--- config.mk ---
export PLATFORM = sky130hd
export DESIGN_NAME = load_store_unit
export DESIGN_NICKNAME = d
export VERILOG_FILES = /design/src/rtl/lsu_pkg.sv /design/src/rtl/lsu_lane_align.sv /design/src/rtl/load_store_unit.sv
export SDC_FILE = /design/constraint.sdc
export NUM_CORES = 1
export LEC_CHECK = 0
export ABC_AREA = 1
export CAP_MARGIN = 15
export CELL_PAD_IN_SITES_DETAIL_PLACEMENT = 0
export CELL_PAD_IN_SITES_GLOBAL_PLACEMENT = 1
export CORE_MARGIN = 5
export CORE_UTILIZATION = 33
export CTS_BUF_LIST = sky130_fd_sc_hd__clkbuf_4 sky130_fd_sc_hd__clkbuf_8 sky130_fd_sc_hd__clkbuf_16
export DETAILED_ROUTE_END_ITERATION = 6
export GPL_ROUTABILITY_DRIVEN = 0
export PLACE_DENSITY_LB_ADDON = 0.05
export REMOVE_ABC_BUFFERS = 1
export SETUP_SLACK_MARGIN = 0.5
export SYNTH_ARGS = -nofsm -noshare
export SYNTH_HDL_FRONTEND = slang
export SYNTH_SLANG_ARGS = --single-unit
--- constraint.sdc ---
create_clock -name clk -period 3.9 [get_ports clk]
set_input_delay 0.78 -clock clk [delete_from_list [all_inputs] [get_ports clk]]
set_output_delay 0.78 -clock clk [all_outputs]
set_load 0.02 [all_outputs]
--- src/rtl/lsu_pkg.sv ---
// Shared types and constants for the load/store unit.
// funct3 size/sign codes, FSM states and lane geometry.
package lsu_pkg;

  localparam int LANE_W = 8;

  localparam logic [2:0] F3_B  = 3'b000;
  localparam logic [2:0] F3_H  = 3'b001;
  localparam logic [2:0] F3_W  = 3'b010;
  localparam logic [2:0] F3_BU = 3'b100;
  localparam logic [2:0] F3_HU = 3'b101;

  typedef enum logic [1:0] {
    S_IDLE,
    S_LOAD,
    S_WRITE,
    S_RESP
  } lsu_state_e;

  function automatic logic f3_legal(
    input logic       we,
    input logic [2:0] f3
  );
    logic ok;
    ok = 1'b0;
    case (f3)
      F3_B, F3_H, F3_W: ok = 1'b1;
      F3_BU, F3_HU:     ok = ~we;
      default:          ok = 1'b0;
    endcase
    return ok;
  endfunction

endpackage

--- src/rtl/lsu_lane_align.sv ---
// Big-endian lane extraction with sign/zero extension,
// plus sub-word merge of store data into a read word.
module lsu_lane_align
  import lsu_pkg::*;
(
  input  logic [31:0] word,
  input  logic [1:0]  lane,
  input  logic [2:0]  funct3,
  input  logic [31:0] wdata,
  output logic [31:0] load_val,
  output logic [31:0] store_word
);

  logic [4:0]  sh_b;
  logic [4:0]  sh_h;
  logic [7:0]  byte_v;
  logic [15:0] half_v;

  // Lane 0 is the most significant byte.
  assign sh_b = {~lane, 3'b000};
  assign sh_h = {~lane[1], 4'b0000};

  assign byte_v = 8'(word >> sh_b);
  assign half_v = 16'(word >> sh_h);

  always_comb begin
    load_val = '0;
    case (funct3)
      F3_B:  load_val = {{24{byte_v[7]}}, byte_v};
      F3_H:  load_val = {{16{half_v[15]}}, half_v};
      F3_W:  load_val = word;
      F3_BU: load_val = {24'h0, byte_v};
      F3_HU: load_val = {16'h0, half_v};
      default: load_val = '0;
    endcase
  end

  always_comb begin
    store_word = wdata;
    case (funct3)
      F3_B: store_word =
        (word & ~(32'h0000_00ff << sh_b)) |
        (32'(wdata[LANE_W-1:0]) << sh_b);
      F3_H: store_word =
        (word & ~(32'h0000_ffff << sh_h)) |
        (32'(wdata[15:0]) << sh_h);
      default: store_word = wdata;
    endcase
  end

endmodule

--- src/rtl/load_store_unit.sv ---
// Single-request load/store unit in front of a word-wide,
// big-endian data memory; sub-word stores use read-modify-write.
module load_store_unit
  import lsu_pkg::*;
#(
  parameter int ADDR_BUS_WIDTH = 32,
  parameter int DATA_BUS_WIDTH = 32,
  parameter int MEM_DEPTH      = 64
) (
  input  logic                      clk,
  input  logic                      rst_n,
  input  logic                      req_valid,
  output logic                      req_ready,
  input  logic                      req_we,
  input  logic [2:0]                req_funct3,
  input  logic [ADDR_BUS_WIDTH-1:0] req_addr,
  input  logic [DATA_BUS_WIDTH-1:0] req_wdata,
  output logic                      rsp_valid,
  output logic [DATA_BUS_WIDTH-1:0] rsp_rdata,
  output logic                      rsp_fault,
  output logic [ADDR_BUS_WIDTH-1:0] mem_addr,
  output logic [DATA_BUS_WIDTH-1:0] mem_write_data,
  output logic                      mem_write_en,
  input  logic [DATA_BUS_WIDTH-1:0] mem_read_data
);

  lsu_state_e                state_q, state_d;
  logic                      we_q, we_d;
  logic [2:0]                f3_q, f3_d;
  logic [ADDR_BUS_WIDTH-1:0] addr_q, addr_d;
  logic [DATA_BUS_WIDTH-1:0] wdata_q, wdata_d;
  logic [DATA_BUS_WIDTH-1:0] rdata_q, rdata_d;
  logic                      fault_q, fault_d;

  logic        acc_half;
  logic        acc_word;
  logic        acc_fault;
  logic [31:0] load_val;
  logic [31:0] store_word;

  lsu_lane_align u_align (
    .word       (mem_read_data),
    .lane       (addr_q[1:0]),
    .funct3     (f3_q),
    .wdata      (wdata_q),
    .load_val   (load_val),
    .store_word (store_word)
  );

  assign acc_half = (req_funct3[1:0] == 2'b01);
  assign acc_word = (req_funct3 == F3_W);

  assign acc_fault =
    ~f3_legal(req_we, req_funct3) |
    (acc_half & req_addr[0]) |
    (acc_word & |req_addr[1:0]) |
    (req_addr >= ADDR_BUS_WIDTH'(MEM_DEPTH));

  always_comb begin
    state_d = state_q;
    we_d    = we_q;
    f3_d    = f3_q;
    addr_d  = addr_q;
    wdata_d = wdata_q;
    rdata_d = rdata_q;
    fault_d = fault_q;
    unique case (state_q)
      S_IDLE: begin
        if (req_valid) begin
          we_d    = req_we;
          f3_d    = req_funct3;
          addr_d  = req_addr;
          wdata_d = req_wdata;
          rdata_d = '0;
          fault_d = acc_fault;
          if (acc_fault) begin
            state_d = S_RESP;
          end else if (req_we & acc_word) begin
            state_d = S_WRITE;
          end else begin
            state_d = S_LOAD;
          end
        end
      end
      S_LOAD: begin
        if (we_q) begin
          wdata_d = store_word;
          state_d = S_WRITE;
        end else begin
          rdata_d = load_val;
          state_d = S_RESP;
        end
      end
      S_WRITE: state_d = S_RESP;
      S_RESP:  state_d = S_IDLE;
      default: state_d = S_IDLE;
    endcase
  end

  always_ff @(posedge clk) begin
    if (!rst_n) begin
      state_q <= S_IDLE;
      we_q    <= 1'b0;
      f3_q    <= '0;
      addr_q  <= '0;
      wdata_q <= '0;
      rdata_q <= '0;
      fault_q <= 1'b0;
    end else begin
      state_q <= state_d;
      we_q    <= we_d;
      f3_q    <= f3_d;
      addr_q  <= addr_d;
      wdata_q <= wdata_d;
      rdata_q <= rdata_d;
      fault_q <= fault_d;
    end
  end

  assign req_ready    = (state_q == S_IDLE) & rst_n;
  assign rsp_valid    = (state_q == S_RESP) & rst_n;
  assign mem_write_en = (state_q == S_WRITE) & rst_n;

  assign mem_addr = (state_q == S_IDLE) ? '0 :
                    {addr_q[ADDR_BUS_WIDTH-1:2], 2'b00};

  assign mem_write_data = wdata_q;
  assign rsp_rdata      = rdata_q;
  assign rsp_fault      = fault_q;

endmodule

==> impl_metrics.prom, run 1 <==
# TYPE chip_impl_metric gauge
chip_impl_info{name="status",value="complete, no violations"} 1
chip_impl_metric{name="die_height",unit="um"} 143.7
chip_impl_metric{name="synth_seq_area_share",unit=""} 0.3496
chip_impl_metric{name="cellPowerDensity",unit="mW/mm^2"} 610.0
chip_impl_info{name="highest_utilization_routing_layer_at_the_global_route_stage",value="met2"} 1
chip_impl_metric{name="cts_htree_levels",unit=""} 3
chip_impl_metric{name="ant_nets",unit=""} 0
chip_impl_metric{name="die_area",unit="mm^2"} 0.02065
chip_impl_metric{name="cts_resizes",unit=""} 0
chip_impl_metric{name="worstSkewPairLatency",unit="ns"} 0.35
chip_impl_metric{name="count_of_distinct_cell_types_in_the_synthesized_netlist",unit=""} 31
chip_impl_metric{name="worst_relative_slew_slack",unit=""} 0.4422
chip_impl_info{name="tritoncts_clock_tree",value="done"} 1
chip_impl_metric{name="antenna_found_initial",unit=""} 1
chip_impl_metric{name="drc_errors",unit=""} 0
chip_impl_metric{name="cts_num_sinks",unit=""} 103
chip_impl_metric{name="cts-buffers-inserted",unit=""} 9
chip_impl_metric{name="hold_ws",unit="ns"} 0.4526
chip_impl_metric{name="detailedRoute.firstIterationViolations",unit=""} 265
chip_impl_metric{name="timing.fmax",unit="GHz"} 0.3497
chip_impl_info{name="synth.largest_area_cell",value="sky130_fd_sc_hd__dfxtp_1"} 1
chip_impl_metric{name="floorplan.rows",unit=""} 48
chip_impl_info{name="critPathKind",value="register to output pin"} 1
chip_impl_metric{name="routedWlPerCell",unit="um"} 15.21
chip_impl_metric{name="use_met3",unit=""} 0.05857
chip_impl_metric{name="finClkSkew",unit="ns"} 0.008714
chip_impl_info{name="end_kind",value="output pin"} 1
chip_impl_info{name="synth.area.top_cells",value="sky130_fd_sc_hd__dfxtp_1 35%, sky130_fd_sc_hd__nand2_1 19%, sky130_fd_sc_hd__a21oi_1 11%, sky130_fd_sc_hd__inv_1 5.8%, sky130_fd_sc_hd__nor2_1 5.6%"} 1
chip_impl_metric{name="detailroute.via_count",unit=""} 6399
chip_impl_metric{name="largest_fanout_on_the_critical_path",unit=""} 35
chip_impl_metric{name="globalRouteMet1Util",unit=""} 0.2355
chip_impl_info{name="synth_flop_cell",value="sky130_fd_sc_hd__dfxtp_1"} 1
chip_impl_metric{name="holdBufCountCts",unit=""} 0
chip_impl_metric{name="post-synth-top-area-fraction",unit=""} 0.3496
chip_impl_metric{name="max_incr_delay_on_cp",unit="ns"} 0.63
chip_impl_info{name="path_delay_family",value="buffers and inverters"} 1
chip_impl_metric{name="finalCritPeriodShare",unit=""} 0.7331
chip_impl_metric{name="final_layout_size_suffix_gt1_frac",unit=""} 0.04874
chip_impl_metric{name="start_util",unit=""} 0.3386
chip_impl_metric{name="number_of_global_route_vias_before_repair",unit=""} 6298
chip_impl_metric{name="critical_path_data_required_time",unit="ns"} 3.12
chip_impl_info{name="most_common_cell_in_the_netlist",value="sky130_fd_sc_hd__nand2_1"} 1
chip_impl_metric{name="routed_via_density",unit=""} 4.800
chip_impl_info{name="ctsRootBufferMaster",value="sky130_fd_sc_hd__clkbuf_16"} 1
chip_impl_info{name="synthTopCellsByCount",value="291 x sky130_fd_sc_hd__nand2_1, 128 x sky130_fd_sc_hd__a21oi_1, 103 x sky130_fd_sc_hd__dfxtp_1"} 1
chip_impl_metric{name="hpwlAfterDp",unit="um"} 14900
chip_impl_metric{name="top_level_pins",unit=""} 203
chip_impl_metric{name="worst-slew-pin-transition",unit="ns"} 0.8339
chip_impl_metric{name="synth_async_sr_flop_share",unit=""} 0
chip_impl_info{name="cpMaxStageDelayCell",value="sky130_fd_sc_hd__clkdlybuf4s50_1"} 1
chip_impl_metric{name="worst_ep_arrival_time",unit="ns"} 2.08
chip_impl_metric{name="drtPass1Iterations",unit=""} 5
chip_impl_metric{name="setup_violations",unit=""} 0
chip_impl_metric{name="peakVddDrop",unit="V"} 0.0003271
chip_impl_metric{name="grt_pass1_wl",unit="um"} 32000
chip_impl_metric{name="leakagePower",unit="nW"} 3.366
chip_impl_metric{name="layout_min_cycle_time",unit="ns"} 2.859
chip_impl_metric{name="clk_path_buf_depth",unit=""} 2
chip_impl_metric{name="maximum_number_of_pins_on_one_net_before_global_route_repair",unit=""} 76
chip_impl_metric{name="num_antenna_cells",unit=""} 0
chip_impl_metric{name="floorplan.die.width",unit="um"} 143.7
chip_impl_metric{name="final_core_util",unit=""} 0.4751
chip_impl_metric{name="syn_area_per_cell",unit="um^2"} 6.275
chip_impl_metric{name="power.total",unit="W"} 0.005048
chip_impl_metric{name="postSynthRegisterBits",unit=""} 103
chip_impl_info{name="crit_chain",value="inv_1, ha_1, buf_4, nor2_1, clkdlybuf4s50_1"} 1
chip_impl_metric{name="synth-warning-count",unit=""} 0
chip_impl_metric{name="worst_path_clk_slew",unit="ns"} 0.07
chip_impl_metric{name="wirelength",unit="um"} 20270
chip_impl_metric{name="max_cap_viol_count",unit=""} 0
chip_impl_metric{name="synthesis.area",unit="mm^2"} 0.005898
chip_impl_metric{name="synthesis.instances",unit=""} 940
chip_impl_metric{name="timing_max_transition_violations_final",unit=""} 0
chip_impl_metric{name="grt.met2_usage",unit=""} 0.3438
chip_impl_metric{name="setup-tns-final",unit="ns"} 0
chip_impl_metric{name="port_buffers",unit=""} 200
chip_impl_info{name="rsz0062_at_grt",value="no"} 1
chip_impl_metric{name="coreArea",unit="mm^2"} 0.01742
chip_impl_metric{name="layout.nets",unit=""} 1210
chip_impl_metric{name="globalRouteTotalUtil",unit=""} 0.1951
chip_impl_metric{name="worst-path-buf-inv",unit=""} 3
chip_impl_info{name="worstSetupStartpointType",value="register"} 1
chip_impl_metric{name="cts_post_setup_buffers_inserted",unit=""} 0
chip_impl_info{name="worstHoldPathType",value="register to register"} 1
chip_impl_metric{name="globalRouteOverflowTotal",unit=""} 0
chip_impl_metric{name="finalHoldViolations",unit=""} 0
chip_impl_metric{name="synth_edf_count",unit=""} 0
chip_impl_metric{name="areaGrowthSynthToFinish",unit="%"} 40.31
-- cells by family (layout without fill, tap and decap cells) --
family / Yosys count / count (layout) / synth area share
AND/OR/NAND/NOR: 421 / 421 / 0.2832
AO/OA/AOI/OAI: 254 / 254 / 0.2463
buffers and inverters: 157 / 324 / 0.1118
flip-flops: 103 / 103 / 0.3496
adder cells (fa/ha/maj): 4 / 4 / 0.008486
other: 1 / 2 / 0.0006358
-- per-layer routing --
metal	share of wire	vias to the layer above	wire length, um
met5	0.00054	-	11
met4	0.014	2	292
met3	0.074	16	1505
met2	0.48	168	9809
met1	0.43	2873	8654
li1	-	3340	-
-- metrics by stage --
stage,area (um^2),instances,worst slack [ns]
floorplan,5610,882,0.5457
global placement,7968,1317,0.9985
detailed placement,7968,1317,0.9508
CTS,8275,1333,1.020
global route,8275,1333,0.8997
finish,8275,1333,1.041
-- layout by cell type, fill, tap and decap left out, drive strengths merged, types with 2 or more instances in the layout --
cell and instances:
nor2 91, ha 4, nor3 3, buf 11
a21o 16, dfxtp 103, conb 2, o211ai 33
o21ai 66, clkinv 5, inv 97, a21oi 138
clkdlybuf4s50 199, nand3 28, nand2 295, clkbuf 10
-- worst register-to-register path, cell delays in order, from the launching register on --
cell	delay, ns
sky130_fd_sc_hd__dfxtp_1	0.38
sky130_fd_sc_hd__inv_1	0.09
sky130_fd_sc_hd__ha_1	0.19
sky130_fd_sc_hd__buf_4	0.25
sky130_fd_sc_hd__nand2_1	0.19
sky130_fd_sc_hd__nand2_1	0.11
sky130_fd_sc_hd__a21oi_4	0.41
sky130_fd_sc_hd__nand2_2	0.49
sky130_fd_sc_hd__a21oi_1	0.28
sky130_fd_sc_hd__a21oi_1	0.09
-- path summary, 6_finish.rpt --
| kind | startpoint | endpoint | slack (ns) | cells past startpoint |
|---|---|---|---|---|
| setup / recovery | state_q[0]$_SDFFE_PN0N_ | mem_addr[31] | 1.04 | 5 |
| hold / removal | addr_q[20]$_SDFFE_PN0P_ | addr_q[20]$_SDFFE_PN0P_ | 0.45 | 2 |
| setup reg to reg | state_q[0]$_SDFFE_PN0N_ | register | 1.31 | 9 |
| hold reg to reg | addr_q[20]$_SDFFE_PN0P_ | addr_q[20]$_SDFFE_PN0P_ | 0.45 | 2 |
-- report_power, final --
group          internal [W]  switching (W)  leakage, nW
sequential          0.00133       0.000213        0.847
clock              0.000520       0.000435        0.149
combinational      0.000992        0.00155         2.37
-- layout make-up --
cell class | count | area (um^2)
Clock inverter | 6 | 68.82
Timing Repair Buffer | 210 | 2072
Tap cell | 225 | 281.5
Sequential cell | 103 | 2063
Fill cell | 1927 | 9141
Inverter | 98 | 367.9
Multi-Input combinational cell | 681 | 3183
Clock buffer | 10 | 239.0
No activity file was read; power rests on OpenSTA's default activity.
==> inputs of run 2 (changes only) <==
CORE_UTILIZATION = 31   (was 33)
clock period = 3 ns   (was 3.9 ns; I/O delays follow)
==> impl_metrics.prom, run 2 (synthesis gave the netlist of run 1 again) <==
# TYPE chip_impl_metric gauge
chip_impl_metric{name="floorplan.rows",unit=""} 50
chip_impl_metric{name="worst_path_clk_slew",unit="ns"} 0.07
chip_impl_metric{name="layout.nets",unit=""} 1217
chip_impl_info{name="worstSetupStartpointType",value="register"} 1
chip_impl_info{name="rsz0062_at_grt",value="no"} 1
chip_impl_info{name="ctsRootBufferMaster",value="sky130_fd_sc_hd__clkbuf_16"} 1
chip_impl_metric{name="finalHoldViolations",unit=""} 0
chip_impl_info{name="cpMaxStageDelayCell",value="sky130_fd_sc_hd__dfxtp_1"} 1
chip_impl_metric{name="fill_cells",unit=""} 2076
chip_impl_metric{name="placement.cell_area",unit="mm^2"} 0.008031
chip_impl_metric{name="finalCritPeriodShare",unit=""} 0.7693
chip_impl_metric{name="worstSkewPairLatency",unit="ns"} 0.35
chip_impl_info{name="worstHoldPathType",value="register to register"} 1
chip_impl_metric{name="routedWlPerCell",unit="um"} 15.50
chip_impl_metric{name="number_of_global_route_vias_before_repair",unit=""} 6249
chip_impl_metric{name="cts_htree_levels",unit=""} 3
chip_impl_metric{name="ant_nets",unit=""} 0
chip_impl_metric{name="layout_min_cycle_time",unit="ns"} 2.308
chip_impl_metric{name="top_level_pins",unit=""} 203
chip_impl_info{name="commonest_non_fill_non_tap_cell_in_the_layout",value="sky130_fd_sc_hd__nand2_1"} 1
chip_impl_info{name="crit_chain",value="inv_1, ha_1, buf_4, nor2_1, dlygate4sd2_1"} 1
chip_impl_info{name="status",value="complete, no violations"} 1
chip_impl_info{name="mostFrequentLayoutCells",value="290 x sky130_fd_sc_hd__nand2_1, 168 x sky130_fd_sc_hd__clkdlybuf4s50_1, 128 x sky130_fd_sc_hd__a21oi_1, 102 x sky130_fd_sc_hd__dfxtp_1, 91 x sky130_fd_sc_hd__inv_1"} 1
chip_impl_metric{name="die_height",unit="um"} 147.9
chip_impl_metric{name="antenna_found_initial",unit=""} 2
chip_impl_metric{name="detailroute.via_count",unit=""} 6411
chip_impl_info{name="timing.rr.start",value="state_q[0]$_SDFFE_PN0N_"} 1
chip_impl_metric{name="globalRouteOverflowTotal",unit=""} 0
chip_impl_metric{name="max_cap_viol_count",unit=""} 0
chip_impl_metric{name="max_incr_delay_on_cp",unit="ns"} 0.36
chip_impl_metric{name="wirelength",unit="um"} 20930
chip_impl_metric{name="finClkSkew",unit="ns"} 0.007493
chip_impl_metric{name="stdcell_area",unit="mm^2"} 0.008330
chip_impl_metric{name="peakVddDrop",unit="V"} 0.0003370
chip_impl_metric{name="maximum_number_of_pins_on_one_net_before_global_route_repair",unit=""} 76
chip_impl_metric{name="final_layout_size_suffix_gt1_frac",unit=""} 0.05386
chip_impl_metric{name="die_area",unit="mm^2"} 0.02188
chip_impl_metric{name="final.setup.worst_slack",unit="ns"} 0.6921
chip_impl_info{name="end_kind",value="output pin"} 1
chip_impl_info{name="worst_hold_startpoint",value="addr_q[3]$_SDFFE_PN0P_"} 1
chip_impl_metric{name="drtPass1Iterations",unit=""} 4
chip_impl_metric{name="timing.reg2reg.worst_path_depth",unit=""} 10
chip_impl_metric{name="routed_via_density",unit=""} 4.749
chip_impl_info{name="tritoncts_clock_tree",value="done"} 1
chip_impl_metric{name="whs_path_depth",unit=""} 2
chip_impl_metric{name="drc_errors",unit=""} 0
chip_impl_metric{name="placement.setup.worst_slack",unit="ns"} 0.5407
chip_impl_metric{name="detailedRoute.firstIterationViolations",unit=""} 226
chip_impl_metric{name="hpwlAfterDp",unit="um"} 15460
chip_impl_metric{name="cts-buffers-inserted",unit=""} 9
chip_impl_metric{name="floorplan.die.width",unit="um"} 147.9
chip_impl_metric{name="worst-slew-pin-transition",unit="ns"} 0.7980
chip_impl_metric{name="start_util",unit=""} 0.3153
chip_impl_metric{name="areaGrowthSynthToFinish",unit="%"} 41.24
chip_impl_metric{name="worst_relative_slew_slack",unit=""} 0.4680
chip_impl_info{name="timing.critical_path.from",value="state_q[0]$_SDFFE_PN0N_"} 1
chip_impl_metric{name="leakagePower",unit="nW"} 3.553
chip_impl_metric{name="cts_num_sinks",unit=""} 103
chip_impl_metric{name="timing_max_transition_violations_final",unit=""} 0
chip_impl_metric{name="setup_violations",unit=""} 0
chip_impl_info{name="critPathKind",value="register to output pin"} 1
chip_impl_metric{name="cellPowerDensity",unit="mW/mm^2"} 798.5
chip_impl_metric{name="largest_fanout_on_the_critical_path",unit=""} 13
chip_impl_metric{name="worst_ep_arrival_time",unit="ns"} 1.71
chip_impl_metric{name="timing.fmax",unit="GHz"} 0.4333
chip_impl_metric{name="port_buffers",unit=""} 200
chip_impl_metric{name="holdBufCountCts",unit=""} 0
chip_impl_metric{name="globalRouteTotalUtil",unit=""} 0.1871
chip_impl_metric{name="grt_pass1_wl",unit="um"} 32600
chip_impl_metric{name="clk_path_buf_depth",unit=""} 2
chip_impl_metric{name="critical_path_data_required_time",unit="ns"} 2.40
chip_impl_metric{name="coreArea",unit="mm^2"} 0.01871
[run 2: layout make-up]
type / instances / area, um^2 / share of cell area
clock inverters: 3 / 67.56 / 0.008111
well taps: 234 / 292.8 / 0.03515
flip-flops and latches: 103 / 2063 / 0.2477
diodes: 2 / 5.005 / 0.0006008
repair buffers: 217 / 2097 / 0.2517
multi-input cells: 681 / 3183 / 0.3821
inverters: 98 / 367.9 / 0.04416
clock buffers: 12 / 254.0 / 0.03049
[run 2: critical path: cells and delay by family, from the launching register on]
kind / cells / cell delay [ns]
buf+inv: 3 / 0.62
flops: 1 / 0.36
fa+ha+maj: 1 / 0.23
simple gates: 1 / 0.13
[run 2: repair_timing]
| action | in CTS | in global routing |
|---|---|---|
| gates resized for setup | 30 | 3 |
| endpoints found under the setup margin | 31 | 1 |
| buffers inserted | 0 | 0 |
[run 2: per-stage QoR]
| stage | power (W) | TNS, ns | utilization | instances | hold WS (ns) |
|---|---|---|---|---|---|
| floorplan | 0.003962 | -10.21 | - | 882 | 0.4297 |
| global placement | 0.005445 | 0 | 0.4294 | 1333 | 0.4386 |
| detailed placement | 0.005450 | 0 | 0.4294 | 1333 | 0.4427 |
| CTS | 0.006730 | 0 | 0.4445 | 1348 | 0.4538 |
| global route | 0.007165 | 0 | 0.4452 | 1349 | 0.4638 |
| finish | 0.006652 | 0 | 0.4454 | 1350 | 0.4506 |
[run 2: final timing paths]
path,endpoint,slack (ns)
setup / recovery,mem_addr[28],0.69
hold / removal,addr_q[3]$_SDFFE_PN0P_,0.45
setup reg to reg,mem_write_data[24]$_SDFFE_PN0P_,0.81
hold reg to reg,addr_q[3]$_SDFFE_PN0P_,0.45
[run 2: where the power goes]
| group | total [W] | internal [W] | switching [W] |
|---|---|---|---|
| clock | 0.00131 | 0.000770 | 0.000536 |
| combinational | 0.00334 | 0.00129 | 0.00205 |
| sequential | 0.00201 | 0.00174 | 0.000275 |
| total | 0.00665 | 0.00379 | 0.00286 |
[run 2: routing by layer]
layer / part of all wire / GRT usage / up-vias / wire (um)
li1: - / - / 3346 / -
met1: 0.44 / 0.2296 / 2889 / 9141
met2: 0.48 / 0.3193 / 147 / 10040
met3: 0.058 / 0.04752 / 27 / 1204
met4: 0.025 / 0.06513 / 2 / 524
met5: 0.00062 / 0 / - / 13
==> inputs of run 3 (changes only) <==
CORE_UTILIZATION = 28   (was 31)
clock period = 1.9 ns   (was 3 ns; I/O delays follow)
==> impl_metrics.prom, run 3 (synthesis gave the netlist of run 1 again) <==
# TYPE chip_impl_metric gauge
chip_impl_metric{name="finalCritPeriodShare",unit=""} 0.9499
chip_impl_metric{name="drtPass1Iterations",unit=""} 5
chip_impl_metric{name="ant_nets",unit=""} 0
chip_impl_metric{name="final_layout_size_suffix_gt1_frac",unit=""} 0.2790
chip_impl_metric{name="holdBufCountCts",unit=""} 0
chip_impl_metric{name="start_util",unit=""} 0.2824
chip_impl_metric{name="max_incr_delay_on_cp",unit="ns"} 0.35
chip_impl_metric{name="setup-tns-final",unit="ns"} 0
chip_impl_info{name="crit_chain",value="inv_4, ha_4, buf_12, buf_16, nor2_4, buf_6"} 1
chip_impl_metric{name="worst-slew-pin-transition",unit="ns"} 0.6225
chip_impl_info{name="end_kind",value="output pin"} 1
chip_impl_metric{name="finClkSkew",unit="ns"} 0.006802
chip_impl_info{name="worstHoldPathType",value="input pin to register"} 1
chip_impl_metric{name="placement.setup.worst_slack",unit="ns"} -0.09358
chip_impl_metric{name="layout_min_cycle_time",unit="ns"} 1.805
chip_impl_info{name="cpMaxStageDelayCell",value="sky130_fd_sc_hd__dfxtp_2"} 1
chip_impl_metric{name="worst_relative_slew_slack",unit=""} 0.5850
chip_impl_metric{name="cellPowerDensity",unit="mW/mm^2"} 1301
chip_impl_metric{name="worst_ep_arrival_time",unit="ns"} 1.42
chip_impl_info{name="tritoncts_clock_tree",value="done"} 1
chip_impl_metric{name="detailroute.via_count",unit=""} 6844
chip_impl_metric{name="hold_ws",unit="ns"} 0.3596
chip_impl_metric{name="timing.reg2reg.worst_path_depth",unit=""} 11
chip_impl_metric{name="number_of_global_route_vias_before_repair",unit=""} 6993
chip_impl_metric{name="die_height",unit="um"} 155.1
chip_impl_metric{name="worst_path_clk_slew",unit="ns"} 0.08
chip_impl_metric{name="top_level_pins",unit=""} 203
chip_impl_metric{name="largest_fanout_on_the_critical_path",unit=""} 7
chip_impl_metric{name="port_buffers",unit=""} 200
chip_impl_info{name="timing.rr.start",value="state_q[0]$_SDFFE_PN0N_"} 1
chip_impl_metric{name="critical_path_data_required_time",unit="ns"} 1.52
chip_impl_metric{name="worstSkewPairLatency",unit="ns"} 0.35
chip_impl_metric{name="routed_via_density",unit=""} 4.694
chip_impl_metric{name="wirelength",unit="um"} 24750
chip_impl_metric{name="coreArea",unit="mm^2"} 0.02089
chip_impl_metric{name="routedWlPerCell",unit="um"} 16.98
chip_impl_info{name="status",value="complete, no violations"} 1
chip_impl_metric{name="peakVddDrop",unit="V"} 0.0005578
chip_impl_metric{name="timing_max_transition_violations_final",unit=""} 0
chip_impl_metric{name="timing.fmax",unit="GHz"} 0.5541
chip_impl_metric{name="clk_path_buf_depth",unit=""} 2
chip_impl_info{name="commonest_non_fill_non_tap_cell_in_the_layout",value="sky130_fd_sc_hd__nand2_1"} 1
chip_impl_metric{name="layout.nets",unit=""} 1285
chip_impl_metric{name="fill_cells",unit=""} 2171
chip_impl_metric{name="detailedRoute.firstIterationViolations",unit=""} 324
chip_impl_metric{name="leakagePower",unit="nW"} 4.882
chip_impl_metric{name="floorplan.die.width",unit="um"} 155.1
chip_impl_metric{name="max_cap_viol_count",unit=""} 0
chip_impl_metric{name="num_antenna_cells",unit=""} 0
chip_impl_metric{name="cts-buffers-inserted",unit=""} 9
chip_impl_metric{name="final.setup.worst_slack",unit="ns"} 0.09512
chip_impl_metric{name="areaGrowthSynthToFinish",unit="%"} 74.01
chip_impl_metric{name="globalRouteTotalUtil",unit=""} 0.1998
chip_impl_info{name="rsz0062_at_grt",value="yes"} 1
chip_impl_metric{name="maximum_number_of_pins_on_one_net_before_global_route_repair",unit=""} 56
chip_impl_info{name="worst_hold_startpoint",value="rst_n"} 1
chip_impl_metric{name="setup.reg_to_reg.worst_slack",unit="ns"} 0.13
chip_impl_metric{name="drc_errors",unit=""} 0
chip_impl_metric{name="globalRouteOverflowTotal",unit=""} 0
chip_impl_metric{name="cts_htree_levels",unit=""} 3
chip_impl_info{name="mostFrequentLayoutCells",value="258 x sky130_fd_sc_hd__nand2_1, 100 x sky130_fd_sc_hd__clkdlybuf4s50_1, 96 x sky130_fd_sc_hd__dfxtp_1, 84 x sky130_fd_sc_hd__inv_1"} 1
chip_impl_metric{name="grt_pass1_wl",unit="um"} 37960
chip_impl_metric{name="setup_violations",unit=""} 0
chip_impl_info{name="hold_end",value="addr_q[5]$_SDFFE_PN0P_"} 1
chip_impl_info{name="ctsRootBufferMaster",value="sky130_fd_sc_hd__clkbuf_16"} 1
chip_impl_metric{name="whs_path_depth",unit=""} 3
chip_impl_metric{name="antenna_found_initial",unit=""} 0
chip_impl_metric{name="finalHoldViolations",unit=""} 0
chip_impl_info{name="critPathKind",value="register to output pin"} 1
chip_impl_metric{name="hpwlAfterDp",unit="um"} 16530
chip_impl_info{name="worstSetupStartpointType",value="register"} 1
chip_impl_metric{name="floorplan.rows",unit=""} 53
chip_impl_metric{name="die_area",unit="mm^2"} 0.02407
chip_impl_metric{name="cts_num_sinks",unit=""} 103
[run 3: layout make-up]
cell class / count / area (um^2) / share of cell area
Multi-Input combinational cell: 681 / 3899 / 0.3799
Timing Repair Buffer: 285 / 3254 / 0.3171
Sequential cell: 103 / 2071 / 0.2018
Inverter: 98 / 381.6 / 0.03718
Tap cell: 275 / 344.1 / 0.03352
Clock buffer: 12 / 260.3 / 0.02536
Clock inverter: 4 / 53.80 / 0.005242
[run 3: what timing repair did]
action                                  4_1_cts  5_1_grt
pin swaps                                    30       21
gates cloned                                 10        7
endpoints found under the hold margin         0        0
resized for setup                           370      184
buffers inserted                             14        2
endpoints found under the setup margin      201      187
[run 3: critical path: cells and delay by family, from the launching register on]
kind	cells	cell delay, ns
buffers and inverters	4	0.46
DFF	1	0.35
adders and majority gates	1	0.17
and+or+nand+nor	1	0.09
[run 3: worst max path at each step]
stage	cells past startpoint	endpoint	start
after global placement	9	register	req_valid
after global routing	6	mem_addr[19]	state_q[0]$_SDFFE_PN0N_
after detailed placement	9	register	req_valid
after CTS	6	mem_addr[18]	state_q[0]$_SDFFE_PN0N_
after floorplan	7	rsp_rdata[22]$_SDFFE_PN0P_	state_q[0]$_SDFFE_PN0N_
final	6	mem_addr[19]	state_q[0]$_SDFFE_PN0N_
[run 3: per-stage QoR]
step / utilization / instance area, um^2 / power [W] / cells
after detailed placement: 0.4043 / 8446 / 0.009132 / 1409
after CTS: 0.4595 / 9598 / 0.01278 / 1449
final: 0.4913 / 10260 / 0.01335 / 1458
after floorplan: - / 5610 / 0.006256 / 882
after global routing: 0.4913 / 10260 / 0.01426 / 1458
after global placement: 0.4043 / 8446 / 0.009152 / 1409
[run 3: per-layer routing]
metal  global-route usage  routed length, um  part of all wire
met1               0.2509              10580              0.43
met2               0.3525              12480              0.50
met3              0.03421               1278             0.052
met4              0.05551                413             0.017
met5                    0                  0                 0
[run 3: power breakdown]
part / internal, W / switching, W
registers: 0.00275 / 0.000329
clock network: 0.00111 / 0.000900
logic: 0.00371 / 0.00455
